`config.mk`:
```
export PLATFORM = sky130hd
export DESIGN_NAME = pu_div_ctrl_flat
export DESIGN_NICKNAME = d
export VERILOG_FILES = /design/src/rtl/pu_div_ctrl_if.sv /design/src/rtl/pu_div_ctrl.sv /design/src/flat_wrapper.sv
export SDC_FILE = /design/constraint.sdc
export NUM_CORES = 1
export LEC_CHECK = 0
export CAP_MARGIN = 20
export CORE_ASPECT_RATIO = 0.6
export CORE_MARGIN = 1.5
export CORE_UTILIZATION = 35
export DETAILED_ROUTE_END_ITERATION = 7
export DONT_BUFFER_PORTS = 1
export GPL_TIMING_DRIVEN = 0
export PLACE_DENSITY = 0.49
export RECOVER_POWER = 100
export SYNTH_ARGS = -nofsm -noshare
export SYNTH_HDL_FRONTEND = slang
export SYNTH_SLANG_ARGS = --single-unit
export TNS_END_PERCENT = 1
```
`constraint.sdc`:
```
create_clock -name clk -period 5.2 [get_ports clk]
set_clock_uncertainty 0.2 [all_clocks]
set_input_delay 0.26 -clock clk [delete_from_list [all_inputs] [get_ports clk]]
set_output_delay 0.26 -clock clk [all_outputs]
set_load 0.02 [all_outputs]
```
`src/rtl/pu_div_ctrl_if.sv`:
```
// Bus bundle between pu_div_ctrl and its environment: client operand/result
// streams plus the divider PU strobe/data bus. master = controller side.
interface pu_div_ctrl_if #(
  parameter int DATA_WIDTH = 32,
  parameter int ATTR_WIDTH = 4
);
  logic                  in_valid;
  logic                  in_ready;
  logic [DATA_WIDTH-1:0] in_numer;
  logic [DATA_WIDTH-1:0] in_denom;
  logic [ATTR_WIDTH-1:0] in_numer_attr;
  logic [ATTR_WIDTH-1:0] in_denom_attr;

  logic                  out_valid;
  logic                  out_ready;
  logic [DATA_WIDTH-1:0] out_quot;
  logic [DATA_WIDTH-1:0] out_rem;
  logic                  out_invalid;

  logic                  signal_wr;
  logic                  signal_wr_sel;
  logic [DATA_WIDTH-1:0] data_to_pu;
  logic [ATTR_WIDTH-1:0] attr_to_pu;
  logic                  signal_oe;
  logic                  signal_oe_sel;
  logic [DATA_WIDTH-1:0] data_from_pu;
  logic [ATTR_WIDTH-1:0] attr_from_pu;

  modport master (
    input  in_valid, in_numer, in_denom, in_numer_attr, in_denom_attr,
    input  out_ready, data_from_pu, attr_from_pu,
    output in_ready, out_valid, out_quot, out_rem, out_invalid,
    output signal_wr, signal_wr_sel, data_to_pu, attr_to_pu,
    output signal_oe, signal_oe_sel
  );

  modport slave (
    output in_valid, in_numer, in_denom, in_numer_attr, in_denom_attr,
    output out_ready, data_from_pu, attr_from_pu,
    input  in_ready, out_valid, out_quot, out_rem, out_invalid,
    input  signal_wr, signal_wr_sel, data_to_pu, attr_to_pu,
    input  signal_oe, signal_oe_sel
  );
endinterface

```
`src/rtl/pu_div_ctrl.sv`:
```
// Initiator-side controller for the divider PU: write operands, wait out the
// PU latency, read quotient/remainder. Option macro: PU_DIV_CTRL_QUOT_ONLY_EN.
module pu_div_ctrl #(
  parameter int DATA_WIDTH = 32,
  parameter int ATTR_WIDTH = 4,
  parameter int INVALID    = 0,
  parameter int LATENCY    = 9
) (
  input logic         clk,
  input logic         rst,
  pu_div_ctrl_if.master bus
);

`ifdef PU_DIV_CTRL_QUOT_ONLY_EN
  typedef enum logic [3:0] {
    IDLE, WR_NUM, WR_DEN, WAIT, RD_Q0, RD_Q1, DONE
  } state_t;
`else
  typedef enum logic [3:0] {
    IDLE, WR_NUM, WR_DEN, WAIT, RD_Q0, RD_Q1, RD_R0, RD_R1, DONE
  } state_t;
`endif

  state_t state_q, state_d;

  logic [DATA_WIDTH-1:0] numer_q, numer_d;
  logic [DATA_WIDTH-1:0] denom_q, denom_d;
  logic [ATTR_WIDTH-1:0] nattr_q, nattr_d;
  logic [ATTR_WIDTH-1:0] dattr_q, dattr_d;
  logic [7:0]            cnt_q, cnt_d;
  logic [DATA_WIDTH-1:0] quot_q, quot_d;
  logic                  inv_q, inv_d;
`ifndef PU_DIV_CTRL_QUOT_ONLY_EN
  logic [DATA_WIDTH-1:0] rem_q, rem_d;
`endif

  logic                  in_ready_q, in_ready_d;
  logic                  out_valid_q, out_valid_d;
  logic                  wr_q, wr_d;
  logic                  wr_sel_q, wr_sel_d;
  logic [DATA_WIDTH-1:0] data_q, data_d;
  logic [ATTR_WIDTH-1:0] attr_q, attr_d;
  logic                  oe_q, oe_d;
  logic                  oe_sel_q, oe_sel_d;
  logic                  rd_state_d;

  always_ff @(posedge clk) begin
    if (rst) begin
      state_q     <= IDLE;
      numer_q     <= '0;
      denom_q     <= '0;
      nattr_q     <= '0;
      dattr_q     <= '0;
      cnt_q       <= '0;
      quot_q      <= '0;
      inv_q       <= 1'b0;
`ifndef PU_DIV_CTRL_QUOT_ONLY_EN
      rem_q       <= '0;
`endif
      in_ready_q  <= 1'b1;
      out_valid_q <= 1'b0;
      wr_q        <= 1'b0;
      wr_sel_q    <= 1'b0;
      data_q      <= '0;
      attr_q      <= '0;
      oe_q        <= 1'b0;
      oe_sel_q    <= 1'b0;
    end else begin
      state_q     <= state_d;
      numer_q     <= numer_d;
      denom_q     <= denom_d;
      nattr_q     <= nattr_d;
      dattr_q     <= dattr_d;
      cnt_q       <= cnt_d;
      quot_q      <= quot_d;
      inv_q       <= inv_d;
`ifndef PU_DIV_CTRL_QUOT_ONLY_EN
      rem_q       <= rem_d;
`endif
      in_ready_q  <= in_ready_d;
      out_valid_q <= out_valid_d;
      wr_q        <= wr_d;
      wr_sel_q    <= wr_sel_d;
      data_q      <= data_d;
      attr_q      <= attr_d;
      oe_q        <= oe_d;
      oe_sel_q    <= oe_sel_d;
    end
  end

  always_comb begin
    state_d = state_q;
    numer_d = numer_q;
    denom_d = denom_q;
    nattr_d = nattr_q;
    dattr_d = dattr_q;
    cnt_d   = cnt_q;
    quot_d  = quot_q;
    inv_d   = inv_q;
`ifndef PU_DIV_CTRL_QUOT_ONLY_EN
    rem_d   = rem_q;
`endif

    case (state_q)
      IDLE: begin
        if (bus.in_valid) begin
          numer_d = bus.in_numer;
          denom_d = bus.in_denom;
          nattr_d = bus.in_numer_attr;
          dattr_d = bus.in_denom_attr;
          inv_d   = 1'b0;
          state_d = WR_NUM;
        end
      end
      WR_NUM: state_d = WR_DEN;
      WR_DEN: begin
        cnt_d   = 8'(LATENCY - 1);
        state_d = WAIT;
      end
      WAIT: begin
        if (cnt_q != '0) cnt_d = cnt_q - 8'd1;
        else             state_d = RD_Q0;
      end
      RD_Q0: state_d = RD_Q1;
      RD_Q1: begin
        quot_d  = bus.data_from_pu;
        inv_d   = inv_q | bus.attr_from_pu[INVALID];
`ifdef PU_DIV_CTRL_QUOT_ONLY_EN
        state_d = DONE;
`else
        state_d = RD_R0;
`endif
      end
`ifndef PU_DIV_CTRL_QUOT_ONLY_EN
      RD_R0: state_d = RD_R1;
      RD_R1: begin
        rem_d   = bus.data_from_pu;
        inv_d   = inv_q | bus.attr_from_pu[INVALID];
        state_d = DONE;
      end
`endif
      DONE: begin
        if (bus.out_ready) state_d = IDLE;
      end
      default: state_d = IDLE;
    endcase

    // Outputs are decoded from the next state and registered, so every port
    // is a flop output and strobes line up with the state they belong to.
`ifdef PU_DIV_CTRL_QUOT_ONLY_EN
    rd_state_d = (state_d == RD_Q0) || (state_d == RD_Q1);
`else
    rd_state_d = (state_d == RD_Q0) || (state_d == RD_Q1) ||
                 (state_d == RD_R0) || (state_d == RD_R1);
`endif
    in_ready_d  = (state_d == IDLE);
    out_valid_d = (state_d == DONE);
    wr_d        = (state_d == WR_NUM) || (state_d == WR_DEN);
    wr_sel_d    = (state_d == WR_DEN);
    oe_d        = rd_state_d;
    oe_sel_d    = (state_d == RD_Q0) || (state_d == RD_Q1);
    data_d      = '0;
    attr_d      = '0;
    if (state_d == WR_NUM) begin
      data_d = numer_d;
      attr_d = nattr_d;
    end else if (state_d == WR_DEN) begin
      data_d = denom_d;
      attr_d = dattr_d;
    end
  end

  assign bus.in_ready      = in_ready_q;
  assign bus.out_valid     = out_valid_q;
  assign bus.out_quot      = quot_q;
  assign bus.out_invalid   = inv_q;
  assign bus.signal_wr     = wr_q;
  assign bus.signal_wr_sel = wr_sel_q;
  assign bus.data_to_pu    = data_q;
  assign bus.attr_to_pu    = attr_q;
  assign bus.signal_oe     = oe_q;
  assign bus.signal_oe_sel = oe_sel_q;
`ifdef PU_DIV_CTRL_QUOT_ONLY_EN
  assign bus.out_rem       = '0;
`else
  assign bus.out_rem       = rem_q;
`endif

endmodule
```
`src/flat_wrapper.sv`:
```
// flat-port wrapper written by rule: the top's interface ports become plain ports
module pu_div_ctrl_flat 
#(
  parameter int DATA_WIDTH = 32,
  parameter int ATTR_WIDTH = 4,
  parameter int INVALID    = 0,
  parameter int LATENCY    = 9
)
  (clk, rst, bus_in_valid, bus_in_numer, bus_in_denom, bus_in_numer_attr, bus_in_denom_attr, bus_out_ready, bus_data_from_pu, bus_attr_from_pu, bus_in_ready, bus_out_valid, bus_out_quot, bus_out_rem, bus_out_invalid, bus_signal_wr, bus_signal_wr_sel, bus_data_to_pu, bus_attr_to_pu, bus_signal_oe, bus_signal_oe_sel);
  pu_div_ctrl_if #(.DATA_WIDTH(DATA_WIDTH), .ATTR_WIDTH(ATTR_WIDTH)) bus_i ();
  input logic clk;
  input logic rst;
  input wire logic [$bits(bus_i.in_valid)-1:0] bus_in_valid;
  input wire logic [$bits(bus_i.in_numer)-1:0] bus_in_numer;
  input wire logic [$bits(bus_i.in_denom)-1:0] bus_in_denom;
  input wire logic [$bits(bus_i.in_numer_attr)-1:0] bus_in_numer_attr;
  input wire logic [$bits(bus_i.in_denom_attr)-1:0] bus_in_denom_attr;
  input wire logic [$bits(bus_i.out_ready)-1:0] bus_out_ready;
  input wire logic [$bits(bus_i.data_from_pu)-1:0] bus_data_from_pu;
  input wire logic [$bits(bus_i.attr_from_pu)-1:0] bus_attr_from_pu;
  output wire logic [$bits(bus_i.in_ready)-1:0] bus_in_ready;
  output wire logic [$bits(bus_i.out_valid)-1:0] bus_out_valid;
  output wire logic [$bits(bus_i.out_quot)-1:0] bus_out_quot;
  output wire logic [$bits(bus_i.out_rem)-1:0] bus_out_rem;
  output wire logic [$bits(bus_i.out_invalid)-1:0] bus_out_invalid;
  output wire logic [$bits(bus_i.signal_wr)-1:0] bus_signal_wr;
  output wire logic [$bits(bus_i.signal_wr_sel)-1:0] bus_signal_wr_sel;
  output wire logic [$bits(bus_i.data_to_pu)-1:0] bus_data_to_pu;
  output wire logic [$bits(bus_i.attr_to_pu)-1:0] bus_attr_to_pu;
  output wire logic [$bits(bus_i.signal_oe)-1:0] bus_signal_oe;
  output wire logic [$bits(bus_i.signal_oe_sel)-1:0] bus_signal_oe_sel;
  assign bus_i.in_valid = bus_in_valid;
  assign bus_i.in_numer = bus_in_numer;
  assign bus_i.in_denom = bus_in_denom;
  assign bus_i.in_numer_attr = bus_in_numer_attr;
  assign bus_i.in_denom_attr = bus_in_denom_attr;
  assign bus_i.out_ready = bus_out_ready;
  assign bus_i.data_from_pu = bus_data_from_pu;
  assign bus_i.attr_from_pu = bus_attr_from_pu;
  assign bus_in_ready = bus_i.in_ready;
  assign bus_out_valid = bus_i.out_valid;
  assign bus_out_quot = bus_i.out_quot;
  assign bus_out_rem = bus_i.out_rem;
  assign bus_out_invalid = bus_i.out_invalid;
  assign bus_signal_wr = bus_i.signal_wr;
  assign bus_signal_wr_sel = bus_i.signal_wr_sel;
  assign bus_data_to_pu = bus_i.data_to_pu;
  assign bus_attr_to_pu = bus_i.attr_to_pu;
  assign bus_signal_oe = bus_i.signal_oe;
  assign bus_signal_oe_sel = bus_i.signal_oe_sel;
  pu_div_ctrl #(.DATA_WIDTH(DATA_WIDTH), .ATTR_WIDTH(ATTR_WIDTH), .INVALID(INVALID), .LATENCY(LATENCY)) u_core (.clk(clk), .rst(rst), .bus(bus_i));
endmodule
```
==> run_results.csv, run 1 <==
group,metric,value,unit
status,outcome,"finished clean",
synthesis,async_flop_share,0,%
timing,drv_slew,0,
synthesis,ys_seq_elements,155,
layout,most-common-layout-cells,"205 x nand2_1, 155 x dfxtp_1, 109 x a21oi_1",
layout,drive_above_1_share,6.42,%
worst_setup_path,worstSetupStartpointType,"register",
pwr,p_leak,2.60,nW
worst_setup_path,worst_ep_arrival_time,2.89,ns
worst_setup_path,slowest_delay,0.63,ns
pwr,finalPower,3.16,mW
clock_network,clock_path_buffers,2,
detailed_routing,post_drt_wl_per_cell,17.4,µm
worst_setup_path,crit_buf_inv,2,
floorplan,initial_core_util,35.7,%
worst_setup_path,endpoint_kind,"register",
floorplan,core,0.0153,mm²
timing,worstMarginPinSlew,0.981,ns
floorplan,row_count,35,
worst_setup_path,crit_type,"register to register",
timing,hold_viol_final,0,
placed_design,portBuffers,0,
layout,diodes,0,
floorplan,pin_count,219,
timing,period_needed,2.74,ns
pwr,power_density,430,mW/mm²
synthesis,synth_edf_count,0,
worst_setup_path,worst_path_max_delay_cell,"nor2_1",
placed_design,gp_congestion,0.771,
grt,grt_pass1_wl,25.9,mm
pwr,switchingPower,1.01,mW
clock_network,cts_htree_levels,4,
clock_network,clk_pin_slew,0.07,ns
timing,whs,0.120,ns
pwr,peakVddDrop,0.233,mV
pwr,switching_share,32.0,%
placed_design,hpwl,12.1,mm
timing,fmax,365,MHz
detailed_routing,drc,0,
clock_network,cts.repair.resized,0,
grt,grt_antenna_before_repair,0,
floorplan,die_area,0.0164,mm²
detailed_routing,drt_iter0_drc,228,
grt,grt_pass1_vias,4926,
synthesis,syn-cell-area,0.00547,mm²
worst_setup_path,path_max_fanout,10,
pwr,clkPwrFrac,38.6,%
detailed_routing,viasPerCell,5.10,
clock_network,cts_buffers,17,
timing,tns,0,ns
clock_network,cts_sinks,155,
synthesis,synth_cells,624,
synthesis,avgSynthCellArea,8.77,µm²
synthesis,ys_seq_area_share,56.7,%
synthesis,yosysTopAreaCellShare,56.7,%
grt,grt_max_degree,19,
detailed_routing,drtAntennaViolNets,0,
pwr,combPwrFrac,16.7,%
synthesis,synth_warnings,0,
synthesis,synth_cell_type_count,41,
min_path,hold_class,"input port to register",
pwr,p_int,2.15,mW
timing,rsz0062_at_grt,"false",
grt,overflow,0,
worst_setup_path,path_delay_family,"simple AND/OR/NAND/NOR gates",
timing,slew_headroom,33.6,%
floorplan,die_w,164,µm
detailed_routing,num_vias,4929,
layout,finalNetCount,863,
floorplan,die_y,99.8,µm
worst_setup_path,cp.required,5.35,ns
clock_network,cts_tree,"built",
clock_network,root_buffer,"clkbuf_16",
worst_setup_path,crit_chain,"clkbuf_1 -> nor3_1 -> nand3b_1 -> nor2_1 -> clkbuf_1 -> a32o_1",
pwr,power.share.sequential,44.7,%
synthesis,synth_area_leader_cell,"dfxtp_1",
clock_network,clock_latency,0.41,ns
worst_setup_path,cp_common_cell,"clkbuf_1",
timing,fin_ws,2.46,ns
flow_run,drv_cap,0,
timing,fin_crit_sh,52.7,%
detailed_routing,drt_pass1_iterations,4,
synthesis,synth_top_flop_cell,"dfxtp_1",
synthesis,syn-num-nets,737,
placed_design,place_ws,3.14,ns
layout,syn2layout_area_growth,34.2,%
detailed_routing,routed_wl,16.8,mm
grt,track_usage,20.5,%
layout,layout_commonest_cell,"nand2_1",
timing,setup_viol,0,
synthesis,synthTopCellsByArea,"dfxtp_1 57%, nand2_1 14%, a21oi_1 10%",
[power groups by stage]
stage               clock network [mW]  registers, mW  logic [mW]
CTS                               1.25           1.41       0.535
finish                            1.22           1.41       0.527
global route                      1.30           1.43       0.592
detailed placement                   0           1.44       0.462
floorplan                            0           1.42       0.349
global placement                     0           1.44       0.454
[cells by family after synthesis]
logic type	after synthesis	share of synthesized area (%)
AND/OR/NAND/NOR	245	19.2
AO/OA/AOI/OAI	161	18.6
flip-flops	155	56.7
buffers and inverters	59	4.83
XOR/XNOR	2	0.320
multiplexers	1	0.183
adder cells (fa/ha/maj)	1	0.229
[layout make-up]
class	instances	area, µm²
fill	1481	7980
sequential	155	3100
multi-input combinational	410	2090
timing repair buffer	107	1070
clock buffer	17	425
tap	203	254
buffer	55	225
clock inverter	15	160
inverter	4	15.0
[registers in the layout, summed over array words and instances (netlist names)]
name / count
u_core.bus.in_ready: 1
u_core.bus.out_quot: 32
u_core.dattr_q: 4
u_core.bus.out_invalid: 1
u_core.bus.out_valid: 1
u_core.state_q: 4
u_core.denom_q: 32
u_core.bus.signal_wr: 1
u_core.bus.signal_wr_sel: 1
u_core.bus.attr_to_pu: 4
u_core.bus.signal_oe: 1
u_core.cnt_q: 8
u_core.bus.data_to_pu: 32
u_core.bus.out_rem: 32
u_core.bus.signal_oe_sel: 1
[metrics by stage]
step | instance area, µm² | cells | util, %
floorplan | 5470 | 624 | -
global placement | 5720 | 827 | 37.3
detailed placement | 5720 | 827 | 37.3
CTS | 7380 | 966 | 48.2
global route | 7340 | 966 | 47.9
finish | 7340 | 966 | 47.9
[what timing repair did]
item,in CTS,in global routing
buffers inserted,0,0
endpoints found under the hold margin,141,0
hold buffers,107,0
[worst min-delay path, cell delays in order]
cell	delay [ns]
clkbuf_1	0.17
inv_1	0.15
a21oi_1	0.09
[cells in the mapped netlist (all sizes together) (2+ instances only)]
library cell	n
nor3	3
nand3	4
dfxtp	155
buf	22
a32o	36
nand2	205
nand3b	2
nor4	2
a21oi	109
and3b	2
xnor2	2
and2	4
inv	4
o21ai	5
o41ai	2
a21boi	3
nor2	12
or3b	2
clkbuf	33
[routing by layer]
layer / share of wire (%) / track usage [%] / vias up
met3: 6.7 / 6.20 / 22
met1: 48 / 27.7 / 2377
met2: 44 / 31.2 / 154
met5: 0 / 0 / -
met4: 1.9 / 7.42 / 0
li1: - / - / 2376
[worst paths after layout]
path,start,end,slack [ns],cells past startpoint
min,rst,u_core.bus.in_ready,0.12,3
max reg2reg,u_core.state_q[1],u_core.bus.data_to_pu[28],2.46,6
min reg2reg,u_core.denom_q[6],u_core.denom_q[6],0.26,2
max,u_core.state_q[1],u_core.bus.data_to_pu[28],2.46,6
(Power assumes the default switching activity.)
==> run 2, diff against run 1 <==
--- a/config.mk
+++ b/config.mk
@@ -5,6 +5,7 @@
 export SDC_FILE = /design/constraint.sdc
 export NUM_CORES = 1
 export LEC_CHECK = 0
+export ABC_AREA = 1
 export CAP_MARGIN = 20
 export CORE_ASPECT_RATIO = 0.6
 export CORE_MARGIN = 1.5
==> constraint.sdc (replaced) <==
create_clock -name clk -period 2.85 [get_ports clk]
set_clock_uncertainty 0.2 [all_clocks]
set_input_delay 0.1425 -clock clk [delete_from_list [all_inputs] [get_ports clk]]
set_output_delay 0.1425 -clock clk [all_outputs]
set_load 0.02 [all_outputs]
==> run 2 against run 1 <==
  * The run now ends with hold timing left
  * Critical path depth rose by 3
  * Clock-buffer cell count is 3 higher
  * Worst setup slack lost 2.0 ns
  * Core utilization is 1.5 points lower
  * Sequential cell count increased by 36
  * Fmax increased by 15%
  * Combinational power is 120% higher
  * Critical path type unchanged
  * Non-clock buffer count shrank 2
  * Largest cell class unchanged
  * Sequential share of layout area increased by 0.45 points
==> run_results.csv, run 2 <==
group,metric,value,unit
min_path,hold_class,"input port to register",
synthesis,syn-cell-area,0.00698,mm²
clock_network,cts_sinks,191,
flow_run,drv_cap,0,
synthesis,ys_seq_elements,191,
grt,grt_antenna_before_repair,1,
synthesis,synth_cell_type_count,31,
pwr,peakVddDrop,0.432,mV
layout,multi_input_area,0.00271,mm²
timing,tns,0,ns
synthesis,synthMostInstantiatedCell,"nor2_1",
clock_network,root_buffer,"clkbuf_16",
detailed_routing,drc,0,
detailed_routing,num_vias,5922,
status,outcome,"finished, violations left",
pwr,p_int,4.82,mW
layout,most-common-layout-cells,"245 x nor2_1, 191 x dfxtp_1, 130 x o21ai_0",
floorplan,core,0.0193,mm²
pwr,combPwrFrac,17.0,%
worst_setup_path,cp.required,3.03,ns
timing,drv_slew,0,
pwr,power_density,769,mW/mm²
detailed_routing,routed_wl,20.5,mm
worst_setup_path,crit_type,"register to register",
clock_network,cts_htree_levels,4,
worst_setup_path,worst_r2r_path_depth,9,
floorplan,die_w,185,µm
layout,layout_commonest_cell,"nor2_1",
clock_network,clk_pin_slew,0.07,ns
clock_network,cts_buffers,17,
pwr,clkPwrFrac,36.1,%
detailed_routing,drt_iter0_drc,450,
synthesis,synth_cells,876,
grt,grt_pass1_vias,5795,
layout,fill_cells,1957,
worst_setup_path,worst_ep_arrival_time,2.57,ns
layout,ff_latch_area,0.00382,mm²
timing,period_needed,2.39,ns
clock_network,cts_tree,"built",
clock_network,cts_setup_buffers,0,
timing,whs,-0.00239,ns
detailed_routing,viasPerCell,4.62,
grt,grt_max_degree,17,
pwr,switching_share,29.9,%
synthesis,async_flop_share,0,%
synthesis,synth_top_flop_cell,"dfxtp_1",
layout,syn2layout_area_growth,28.2,%
synthesis,ys_seq_area_share,54.8,%
synthesis,synth_area_leader_cell,"dfxtp_1",
placed_design,gp_congestion,0.806,
synthesis,yosysTopAreaCellShare,54.8,%
worst_setup_path,endpoint_kind,"register",
detailed_routing,post_drt_wl_per_cell,16.0,µm
floorplan,pin_count,219,
timing,setup_viol,0,
timing,worstMarginPinSlew,0.635,ns
timing,fmax,418,MHz
worst_setup_path,r2r_setup_slack,0.46,ns
timing,slew_headroom,57.7,%
synthesis,syn-num-nets,989,
synthesis,synth_common_cells,"243 x nor2_1, 191 x dfxtp_1, 123 x nand2_1",
placed_design,portBuffers,0,
grt,track_usage,20.6,%
synthesis,synth_warnings,0,
worst_setup_path,endpoint,"u_core.bus.data_to_pu[30]",
timing,rsz0062_at_grt,"false",
floorplan,row_count,39,
detailed_routing,drt_pass1_iterations,6,
detailed_routing,drtAntennaViolNets,0,
placed_design,hpwl,14.6,mm
pwr,switchingPower,2.06,mW
layout,fin_area,0.00895,mm²
floorplan,die_y,112,µm
placed_design,post_dp_cell_area,0.00731,mm²
synthesis,avgSynthCellArea,7.97,µm²
layout,drive_above_1_share,8.66,%
worst_setup_path,r2r-end,"u_core.bus.data_to_pu[30]",
worst_setup_path,path_max_fanout,10,
grt,grt_pass1_wl,32.4,mm
clock_network,clock_path_buffers,2,
floorplan,die_area,0.0208,mm²
synthesis,synthTopCellsByArea,"dfxtp_1 55%, nor2_1 13%, nand2_1 6.6%",
worst_setup_path,worstSetupStartpointType,"register",
status,failed_checks,"hold timing",
clock_network,clock_latency,0.43,ns
synthesis,synth_edf_count,0,
pwr,p_leak,3.61,nW
floorplan,initial_core_util,36.2,%
timing,hold_viol_final,1,
worst_setup_path,timing.rr.start,"u_core.state_q[0]",
layout,finalNetCount,1116,
grt,overflow,0,
timing,fin_crit_sh,83.9,%
pwr,power.share.sequential,46.9,%
worst_setup_path,startpoint,"u_core.state_q[0]",
run 2: cell types whose count changed after synthesis, moves of 17 or more:
cell	previous run	this run
nor2_1	11	243
a21oi_1	109	9
nand2_1	205	123
o21ai_0	4	82
o21ai_1	1	65
a32o_1	36	0
dfxtp_1	155	191
or2_0	0	32
nor2_2	1	23
inv_1	4	21
run 2: worst min path at each step:
stage                     slack (ns)                      to  cells after the start                  from
after floorplan                 0.09  u_core.bus.out_rem[16]                      2  bus_data_from_pu[16]
after global placement           0.1  u_core.bus.out_rem[17]                      2  bus_data_from_pu[17]
after detailed placement        0.11  u_core.bus.out_rem[17]                      2  bus_data_from_pu[17]
after CTS                       0.01      u_core.denom_q[16]                      4          bus_in_valid
after global routing            0.04      u_core.numer_q[31]                      4          bus_in_valid
final                         -0.002      u_core.denom_q[16]                      4          bus_in_valid
run 2: layer usage:
metal	track usage [%]	vias to the layer above	wire length (µm)	share of wire, %
met5	0	-	0	0
met4	6.07	0	233	1.1
met3	6.39	18	1620	7.9
met2	27.8	175	8010	39
met1	30.7	2712	10700	52
li1	-	3017	-	-
run 2: area by class of cell:
type | instances | share of cell area, %
diodes | 1 | 0.0279
well taps | 266 | 3.72
clock buffers | 20 | 4.99
flip-flops and latches | 191 | 42.7
repair buffers | 108 | 12.1
plain buffers | 52 | 3.35
inverters | 25 | 1.10
multi-input cells | 608 | 30.3
clock inverters | 12 | 1.76
run 2: stage by stage:
| step | utilization (%) | power (mW) | setup slack, ns | instances | hold WS, ns |
|---|---|---|---|---|---|
| floorplan | - | 4.07 | 1.19 | 876 | 0.0913 |
| global placement | 37.9 | 4.39 | 0.884 | 1142 | 0.0979 |
| detailed placement | 37.9 | 4.38 | 0.892 | 1142 | 0.106 |
| CTS | 46.7 | 7.00 | 0.537 | 1282 | 0.0140 |
| global route | 46.5 | 7.24 | 0.283 | 1283 | 0.0351 |
| finish | 46.5 | 6.88 | 0.459 | 1283 | -0.00239 |
run 2: kinds of logic after synthesis:
kind of cell / synth area share [%]
flip-flops: 54.8
AND/OR/NAND/NOR: 27.1
AO/OA/AOI/OAI: 11.4
adder cells (fa/ha/maj): 0.179
buffers and inverters: 6.27
XOR/XNOR: 0.251
run 2: what timing repair did:
| item | in CTS | in global routing |
|---|---|---|
| hold buffers | 108 | 0 |
| hold endpoints to repair | 176 | 0 |
| endpoints found under the setup margin | 0 | 0 |
| gates resized for setup | 0 | 0 |
run 2: power by group through the flow:
| stage | clock, mW | sequential, mW | combinational (mW) |
|---|---|---|---|
| final | 2.48 | 3.23 | 1.17 |
| after detailed placement | 0 | 3.29 | 1.09 |
| after CTS | 2.54 | 3.23 | 1.23 |
| after global placement | 0 | 3.30 | 1.09 |
| after floorplan | 0 | 3.25 | 0.823 |
| after global routing | 2.64 | 3.26 | 1.34 |
run 2: worst max-delay path, stage by stage (launching register included):
cell	delay, ns
dfxtp_1	0.50
nor2_4	0.08
nand3_4	0.15
clkbuf_1	0.35
or2_0	0.16
o21ai_0	0.07
nor2_1	0.15
nand2_1	0.08
nand2_1	0.06
dlygate4sd3_1	0.53
